$ cat src/rtl/smac_ctrl_pkg.sv
// Shared types and helpers for the SMAC control path.
package smac_ctrl_pkg;

   typedef enum logic [1:0] {
      StIdle,
      StRun,
      StDone
   } state_e;

   localparam int unsigned PW_MAX_DEF = 8;
   localparam int unsigned NW_MAX_DEF = 256;

   localparam int unsigned PREC_W_DEF = $clog2(PW_MAX_DEF + 1);
   localparam int unsigned NWRD_W_DEF = $clog2(NW_MAX_DEF + 1);

   // Width of a 0-based index over n items, never narrower than one bit.
   function automatic int unsigned idx_w(input int unsigned n);
      return (n > 1) ? $clog2(n) : 1;
   endfunction

   // A tile config is usable only when both fields are within 1..max.
   function automatic logic cfg_legal(input int unsigned prec, input int unsigned nwords,
                                      input int unsigned pw_max, input int unsigned nw_max);
      return (prec >= 1) && (prec <= pw_max) && (nwords >= 1) && (nwords <= nw_max);
   endfunction

endpackage

$ cat src/rtl/ctrl_bit_cnt.sv
// Wrapping 1..N counter: 0 after clear, first enable gives 1, enable at N wraps to 1.
module ctrl_bit_cnt #(
   parameter int unsigned W = 4
) (
   input  logic         clk,
   input  logic         rst_n,
   input  logic         clr,
   input  logic         en,
   input  logic [W-1:0] max_val,
   output logic [W-1:0] cnt,
   output logic [W-1:0] cnt_nxt,
   output logic         wrap
);

   logic [W-1:0] cnt_q;
   logic [W-1:0] cnt_d;

   // Count sits at N: the next enable wraps back to 1.
   assign wrap = (cnt_q == max_val);

   // Next count: clear wins over enable.
   always_comb begin
      cnt_d = cnt_q;
      if (clr) begin
         cnt_d = '0;
      end else if (en) begin
         cnt_d = wrap ? W'(1) : cnt_q + W'(1);
      end
   end

   // Count register.
   always_ff @(posedge clk or negedge rst_n) begin
      if (!rst_n) begin
         cnt_q <= '0;
      end else begin
         cnt_q <= cnt_d;
      end
   end

   assign cnt     = cnt_q;
   assign cnt_nxt = cnt_d;

endmodule

$ cat src/rtl/ctrl_wbit_seq.sv
// Runtime-configurable weight-bit sequencer: steps bit positions per weight strobe and
// flags first / pre-last / last bits plus a tile-completion pulse.
module ctrl_wbit_seq
   import smac_ctrl_pkg::*;
#(
   parameter int unsigned PW_MAX = PW_MAX_DEF,
   parameter int unsigned NW_MAX = NW_MAX_DEF
) (
   input  logic                          clk,
   input  logic                          rst_n,
   input  logic                          cfg_valid,
   output logic                          cfg_ready,
   input  logic [$clog2(PW_MAX+1)-1:0]   cfg_prec,
   input  logic [$clog2(NW_MAX+1)-1:0]   cfg_nwords,
   output logic                          cfg_err,
   input  logic                          w_cnt,
   input  logic                          cnt_clear,
   output logic [$clog2(PW_MAX+1)-1:0]   bit_idx,
   output logic [idx_w(NW_MAX)-1:0]      word_idx,
   output logic                          bit_first,
   output logic                          bit_pre,
   output logic                          bit_last,
   output logic                          busy,
   output logic                          tile_done
);

   localparam int unsigned PREC_W = $clog2(PW_MAX + 1);
   localparam int unsigned NWRD_W = $clog2(NW_MAX + 1);
   localparam int unsigned WIDX_W = idx_w(NW_MAX);

   state_e              state_q, state_d;
   logic [PREC_W-1:0]   prec_q, prec_d;
   logic [NWRD_W-1:0]   nwords_q, nwords_d;
   logic                accept, err_d, run, run_end;
   logic [PREC_W-1:0]   bit_q, bit_d;
   logic                bit_at_max;
   logic [NWRD_W-1:0]   wc_q, wc_d;
   logic                wc_at_max;
   logic                bit_en, bit_clr, wc_en, wc_clr;
   logic                first_d, pre_d, last_d;
   logic [WIDX_W-1:0]   widx_d;

   assign run = (state_q == StRun);
   // Last bit of last word is shown for one cycle, then the tile ends on its own.
   assign run_end = run && bit_at_max && wc_at_max;

   assign bit_en  = run && w_cnt && !run_end;
   assign bit_clr = cnt_clear || accept || run_end;
   // Word count is 1-based: bumped on the very first strobe and on each bit wrap.
   assign wc_en   = bit_en && ((bit_q == '0) || bit_at_max);
   assign wc_clr  = cnt_clear || accept;

   ctrl_bit_cnt #(.W(PREC_W)) u_bit_cnt (
      .clk     (clk),
      .rst_n   (rst_n),
      .clr     (bit_clr),
      .en      (bit_en),
      .max_val (prec_q),
      .cnt     (bit_q),
      .cnt_nxt (bit_d),
      .wrap    (bit_at_max)
   );

   ctrl_bit_cnt #(.W(NWRD_W)) u_word_cnt (
      .clk     (clk),
      .rst_n   (rst_n),
      .clr     (wc_clr),
      .en      (wc_en),
      .max_val (nwords_q),
      .cnt     (wc_q),
      .cnt_nxt (wc_d),
      .wrap    (wc_at_max)
   );

   // FSM next state and config latch; cnt_clear overrides everything.
   always_comb begin
      state_d  = state_q;
      prec_d   = prec_q;
      nwords_d = nwords_q;
      accept   = 1'b0;
      err_d    = 1'b0;
      if (cnt_clear) begin
         state_d = StIdle;
      end else begin
         unique case (state_q)
            StIdle: begin
               if (cfg_valid) begin
                  if (cfg_legal(32'(cfg_prec), 32'(cfg_nwords), PW_MAX, NW_MAX)) begin
                     accept   = 1'b1;
                     prec_d   = cfg_prec;
                     nwords_d = cfg_nwords;
                     state_d  = StRun;
                  end else begin
                     err_d = 1'b1;
                  end
               end
            end
            StRun:   if (run_end) state_d = StDone;
            StDone:  state_d = StIdle;
            default: state_d = StIdle;
         endcase
      end
   end

   // Flags and word index decoded from next-state values so they line up with bit_idx.
   always_comb begin
      first_d = (state_d == StRun) && (bit_d == PREC_W'(1));
      pre_d   = (state_d == StRun) && (prec_d >= PREC_W'(2)) && (bit_d == prec_d - PREC_W'(1));
      last_d  = (state_d == StRun) && (bit_d != '0) && (bit_d == prec_d);
      widx_d  = '0;
      if (wc_d != '0) widx_d = WIDX_W'(wc_d - NWRD_W'(1));
   end

   // State, config and registered outputs.
   always_ff @(posedge clk or negedge rst_n) begin
      if (!rst_n) begin
         state_q   <= StIdle;
         prec_q    <= '0;
         nwords_q  <= '0;
         cfg_err   <= 1'b0;
         bit_first <= 1'b0;
         bit_pre   <= 1'b0;
         bit_last  <= 1'b0;
         word_idx  <= '0;
      end else begin
         state_q   <= state_d;
         prec_q    <= prec_d;
         nwords_q  <= nwords_d;
         cfg_err   <= err_d;
         bit_first <= first_d;
         bit_pre   <= pre_d;
         bit_last  <= last_d;
         word_idx  <= widx_d;
      end
   end

   assign bit_idx   = bit_q;
   assign busy      = (state_q == StRun);
   assign cfg_ready = (state_q == StIdle);
   assign tile_done = (state_q == StDone);

endmodule

$ cat config.mk
export PLATFORM = sky130hd
export DESIGN_NAME = ctrl_wbit_seq
export DESIGN_NICKNAME = d
export VERILOG_FILES = /design/src/rtl/smac_ctrl_pkg.sv /design/src/rtl/ctrl_bit_cnt.sv /design/src/rtl/ctrl_wbit_seq.sv
export SDC_FILE = /design/constraint.sdc
export NUM_CORES = 1
export LEC_CHECK = 0
export CAP_MARGIN = 25
export CORE_MARGIN = 4
export CORE_UTILIZATION = 54
export DETAILED_ROUTE_END_ITERATION = 8
export GPL_ROUTABILITY_DRIVEN = 0
export PLACE_DENSITY_LB_ADDON = 0.05
export SYNTH_ARGS = -nofsm -noshare
export SYNTH_HDL_FRONTEND = slang
export SYNTH_SLANG_ARGS = --single-unit
export TNS_END_PERCENT = 1
$ cat constraint.sdc
create_clock -name clk -period 3.1 [get_ports clk]
set_input_delay 0.465 -clock clk [delete_from_list [all_inputs] [get_ports clk]]
set_output_delay 0.465 -clock clk [all_outputs]
set_load 0.02 [all_outputs]
# Word level (Yosys, flattened, before mapping)
# Cells that the tools add are included.
# word_totals
ff_bits,40
input_bits,18
output_inout_bits,19
elab_cells,74
# classes
n_addsub,4
order_cmp,5
eq_ne,8
muxes,24
n_bitwise,1
n_reduce_logical,22
# op_table
cell,count
2-to-1 mux 4 bit,7
2-to-1 mux 9 bit,3
logical AND 1 bit,13
== test 4 bit,3
"adder 9 x 1 -> 9 bit, second input constant",1
== test 9 bit,1
"greater-or-equal comparator 9 x 1 -> 1 bit, second input constant",1
"<= comparator 9 bit, second input constant",1
nonzero test 9 bit,1
2-to-1 mux 1 bit,8
2-to-1 mux 2 bit,4
2-to-1 mux 8 bit,1
"subtractor 8 x 1 -> 8 bit, second input constant",1
"adder 4 x 1 -> 4 bit, second input constant",1
"== test 2 x 1 -> 1 bit, second input constant",2
"== test 4 x 1 -> 1 bit, second input constant",1
"greater-or-equal comparator 4 x 1 -> 1 bit, second input constant",1
"greater-or-equal comparator 4 x 2 -> 1 bit, second input constant",1
"<= comparator 4 bit, second input constant",1
zero test 4 bit,1
case mux 2 bit (2 select lines),1
AND reduction 4 bit,1
nonzero test 4 bit,1
"subtractor 4 x 1 -> 4 bit, second input constant",1
other kinds (5),7

# Logic depth before layout (Yosys ltp)
# logic_depth
word_depth,14
depth_mapped,14
ltp_nobuf,13

# By module
# Synthesis repeated with hierarchy kept, for this count alone.
# unflattened
cells_unflattened,207
hier_area_um2,2247.2
# by_module_without_submodules
module,n_inst,cells_each,area_each_um2,seq_area_each_um2
ctrl_wbit_seq,1,120,1346.3,675.6
ctrl_bit_cnt (u_word_cnt),1,63,631.9,225.2
ctrl_bit_cnt (u_bit_cnt),1,24,269.0,100.1

# Worst setup path after synthesis
# OpenSTA, ideal clock, no wires.
# synth_path
path_kind,input port to flip-flop
startpoint,input port cfg_nwords[6]
endpoint,register word_idx[6]
setup_ps,128
arrival_ps,2822
t_required_ps,2972
slack_ps,150
path_stages,8
path_buffers,0
path_cell_list,or4_4 > or3_4 > a41o_4 > a311oi_1 > inv_1 > ha_1 > nor3b_1 > mux2_1
# synth_between
elab_chain_cells,11
word_cells_on_any_way,13
cone_classes,add/sub: 1; order compare: 2; mux: 6; reduce/logical: 4
# synth_rtl
element,line_no,text
from (decl),ctrl_wbit_seq.sv:14,"input logic [$clog2(NW_MAX+1)-1:0] cfg_nwords,"
greater-or-equal comparator 9 x 1 -> 1 bit,smac_ctrl_pkg.sv:24,return (prec >= 1) && (prec <= pw_max) && (nwords >= 1) && (nwords <= nw_max);
logical AND 1 bit,smac_ctrl_pkg.sv:24,
logical AND 1 bit *,smac_ctrl_pkg.sv:24,
2-to-1 mux 1 bit *,ctrl_wbit_seq.sv:88,"if (cfg_legal(32'(cfg_prec), 32'(cfg_nwords), PW_MAX, NW_MAX)) begin"
2-to-1 mux 1 bit *,ctrl_wbit_seq.sv:87,if (cfg_valid) begin
2-to-1 mux 1 bit *,ctrl_wbit_seq.sv:85,unique case (state_q)
2-to-1 mux 1 bit *,ctrl_wbit_seq.sv:82,if (cnt_clear) begin
logical OR 1 bit *,ctrl_wbit_seq.sv:51,assign wc_clr = cnt_clear || accept;
2-to-1 mux 9 bit *,ctrl_bit_cnt.sv:24,if (clr) begin
named net u_word_cnt.cnt_nxt[0],ctrl_bit_cnt.sv:11,"output logic [W-1:0] cnt_nxt,"
subtractor 8 x 1 -> 8 bit / nonzero test 9 bit (equally long branches),ctrl_wbit_seq.sv:111,if (wc_d != '0) widx_d = WIDX_W'(wc_d - NWRD_W'(1));
2-to-1 mux 8 bit *,ctrl_wbit_seq.sv:111,
named net widx_d[6],ctrl_wbit_seq.sv:41,logic [WIDX_W-1:0] widx_d;
to (signal assigned),ctrl_wbit_seq.sv:133,word_idx <= widx_d;
to (decl),ctrl_wbit_seq.sv:19,"output logic [idx_w(NW_MAX)-1:0] word_idx,"
# The timed path passes the listed nets; every way through them passes the cells marked *.
# A chain may end at the register's enable or synchronous reset.

# Worst setup path after layout
# Ends and elaborated chain as after synthesis.

==> run summary <==
The estimated wirelength of the detail-placed design came out at ~4.6 mm. The switching part of the total came out at 0.3147. Once placement completed, the tool counted placed cells totaling 338. Synthesis produced ~230 cells. Setup repair after global routing could not meet its margin everywhere. Measured along the y axis, the die boundary spans 74.72 µm. On the final layout, the worst clock skew is a little under 0.01 ns.

The worst setup path is captured at a flop. The cell area that synthesis handed to floorplanning was ~2400 µm². The area enclosed by the die boundary is 5582 µm². Summed over all cells, the static leakage comes to 1.417 nW. The number of input and output port buffers inserted came out at 36.

The power share of the clock group is 0.268. No sink is reached through more buffers than the 2 on the longest clock path. The buffer count from post-CTS setup fixing is 0. In this run the top signal layer used is met4. The overall track demand over capacity in global routing came out at 0.2339. The total of warnings raised by yosys is 0. The number of setup violations in the final report is 0.

Of the cells placed in the final design, the portion with a size suffix greater than 1 is 0.2669. The final layout net count is 320. The number of diodes is 0. The internal power is about 950 µW. The final routed wirelength across all metal layers came out at about 5.9 mm. The most used flip-flop cell after synthesis is dfrtp_1. Of the synthesized area, sequential elements account for 0.4164. The share of total power in combinational logic came out at 0.283. Static timing analysis puts the maximum clock frequency at 327.0 MHz. The CTS sink count came out at 40. Leaving out fill and tap cells, the most frequent cells in the layout are dfrtp_1 (40), clkdlybuf4s50_1 (35), buf_4 (30), nor2_1 (17), xor2_1 (13).

The number of global-route vias before repair came out at slightly above 2000. The later-pin clock latency in the skew report came out at approximately 0.3 ns. The placement row count came out at 23.

For this run, asynchronously set or reset flops after synthesis account for 1.000. The worst setup path is launched from an input pin. The number of max-cap violations is 0. The fraction of synthesized cell area taken by the top area cell type came out at 0.4164. The detailed-routing wirelength on met1 is roughly 2.7 mm. The tree is rooted in a clkbuf_8. TritonCTS built the clock tree.

The filler cell count in the final layout is 311. The detailed-routed wire length on met3 came out at roughly 270 µm. Of all nets on the critical path, the largest fanout is 4. The share of power burned in registers is 0.449. The post-route minimum period is ~3.1 ns.

The kind of path behind the tightest hold check is input pin to async pin. Leaving out filler cells and counting taps, the final layout contains roughly 350. The final-report max-slew violation count was 0. At the worst endpoint, the required time is roughly 3.3 ns.

The worst pin sits at a relative slew slack of 0.4056. The post-place setup slack came out at -0.3580 ns. The power density over cell area is around 440 nW/µm². The worst-case vdd ir drop came out at ~0.35 mV. The largest net degree at the start of global routing is 41. After synthesis, the mean cell area works out to roughly 11 µm².

The number of nets handed over by synthesis was between 200 and 300. Hold repair after CTS inserted 0 buffers. The hold violation total from the final report is 0.

The register area is approximately 1000 µm². The final cycle utilization of the critical path came out at 0.9865. Detailed routing placed a total of ~2.8 mm of wire on met2. The initial standard-cell utilization of the core came out at 0.5800. The critical path data arrival time came out at 3.24 ns. The run finished with clean final reports. For this design the total switching power over the nets is about 440 µW. The number of detailed-route iterations in the first pass came out at 5. The global-route wire length before repair came out at 9.942 mm. Once layout is complete, the utilization of the core stands at 0.7627. From synthesis to final layout, the design area changed by 31.49%. The clock transition at the registers of the reported paths came out at 0.08 ns.

The number of clock buffers inserted by TritonCTS is 5. The number of distinct library cell variants in the gate-level netlist after synthesis is 60. Once detail routing completed, the nets flagged for antenna violations numbered 0. The total DRC errors in the routed layout is 0.

For the pin with the worst max-slew slack, the measured transition is a little under 0.9 ns. Yosys mapped a number of flops with a built-in enable equal to 0. After layout, the worst setup slack is around 0.042 ns. The library cell used most frequently in the layout, excluding fill and tap cells, is dfrtp_1. The dominant cell type by area after synthesis is dfrtp_1. The floorplan core area is between 4000 and 5000 µm². The average wire length per cell after detail routing is 17.13 µm. The total number of vias is 2033. The post-synthesis sequential element count is 40.

By area the synthesized netlist is led by dfrtp_1 (42%), xor2_1 (4.7%), mux2_2 (4.7%). The horizontal die dimension came out at around 75 µm. The type of the worst setup path is input pin to flop. The routed via count divided by cell count is about 6. In this run, the number of DRC markers left after iteration 0 of detailed routing was 76.

The remaining global-route overflow came out at 0. The multi-input combinational cells in the finished layout cover a total of approximately 1400 µm². The setup total negative slack came out at 0 ns. The H-tree generated during clock tree synthesis spans 2 levels. The number of ports placed on the die boundary came out at 37. The number of antenna violations at the first check in global routing came out at 0.
## final cells by class
| cell class | count | area share |
|---|---|---|
| Clock buffer | 6 | 0.02613 |
| Clock inverter | 2 | 0.004751 |
| Inverter | 11 | 0.01306 |
| Multi-Input combinational cell | 171 | 0.4359 |
| Sequential cell | 40 | 0.3167 |
| Tap cell | 50 | 0.01979 |
| Timing Repair Buffer | 66 | 0.1837 |
## per-stage QoR
stage | cell area, µm² | hold WS, ns | power (mW)
2_1_floorplan | 2404 | 0.1694 | 0.8664
3_3_place_gp | 3024 | 0.5109 | 0.9996
3_5_place_dp | 3024 | 0.5247 | 1.016
4_1_cts | 3136 | 0.3161 | 1.388
5_1_grt | 3161 | 0.3440 | 1.466
6_report | 3161 | 0.2864 | 1.391
## cell usage after synthesis, drive strengths merged (2+ instances only)
library cell,n
mux2i,3
xor2,13
nand2,9
a311oi,2
dfrtp,40
nand2b,2
buf,2
nand3,8
a21boi,2
nor3b,3
or4,8
nand4,5
nor2b,2
nor3,6
o21ai,7
and2,4
a211o,2
nand3b,3
mux2,11
and3,2
a211oi,4
xnor2,11
nor4,3
nor2,17
o31ai,7
ha,7
or3,2
inv,11
a21oi,11
a41oi,6
## power by group through the flow
stage                     clock (mW)  combinational (mW)  sequential, mW
after floorplan                    0               0.237           0.629
final                          0.372               0.394           0.624
after global placement             0               0.369           0.631
after detailed placement           0               0.382           0.634
after global routing           0.406               0.429           0.631
after CTS                      0.379               0.386           0.623
## per-layer routing
layer | vias up | GRT usage
met2 | 55 | 0.3854
met1 | 996 | 0.3166
met4 | 0 | 0.06126
met5 | - | 0
met3 | 11 | 0.04673
li1 | 971 | -
## flip-flops by register name (all words and copies together), names as in the netlist
register / flops
bit_first: 1
bit_last: 1
bit_pre: 1
cfg_err: 1
nwords_q: 9
prec_q: 4
state_q: 2
u_bit_cnt.cnt: 4
u_word_cnt.cnt: 9
word_idx: 8
## worst paths after layout
path / startpoint / endpoint / slack, ns / cells after the start
setup / recovery: cfg_nwords[6] / word_idx[6] / 0.04 / 9
hold / removal: rst_n / nwords_q[0] / 0.29 / 1
setup reg to reg: u_bit_cnt.cnt[1] / word_idx[7] / 0.10 / 8
hold reg to reg: nwords_q[6] / nwords_q[6] / 0.54 / 1
max in group asynchronous: rst_n / prec_q[0] / 2.25 / 1
min in group clk: nwords_q[6] / nwords_q[6] / 0.54 / 1
## worst max-delay path, stage by stage
cell and delay, ns:
clkdlybuf4s50_1 0.42, or4_4 0.56, or3_4 0.42, a41o_4 0.28
a311oi_2 0.27, inv_1 0.11, ha_1 0.25, nor3b_1 0.15
mux2_1 0.32
## timing repair
item,4_1_cts,5_1_grt
resized for setup,2,5
pin swaps,0,2
endpoints found under the setup margin,1,9
## kinds of logic after synthesis
| kind of cell | after synthesis | synth area share |
|---|---|---|
| fa+ha+maj | 7 | 0.03644 |
| buf+inv | 14 | 0.02655 |
| compound gates | 46 | 0.1577 |
| xor+xnor | 24 | 0.09058 |
| mux | 14 | 0.06403 |
| simple gates | 80 | 0.2082 |
| flops | 40 | 0.4164 |
No activity file was read; power rests on OpenSTA's default activity.
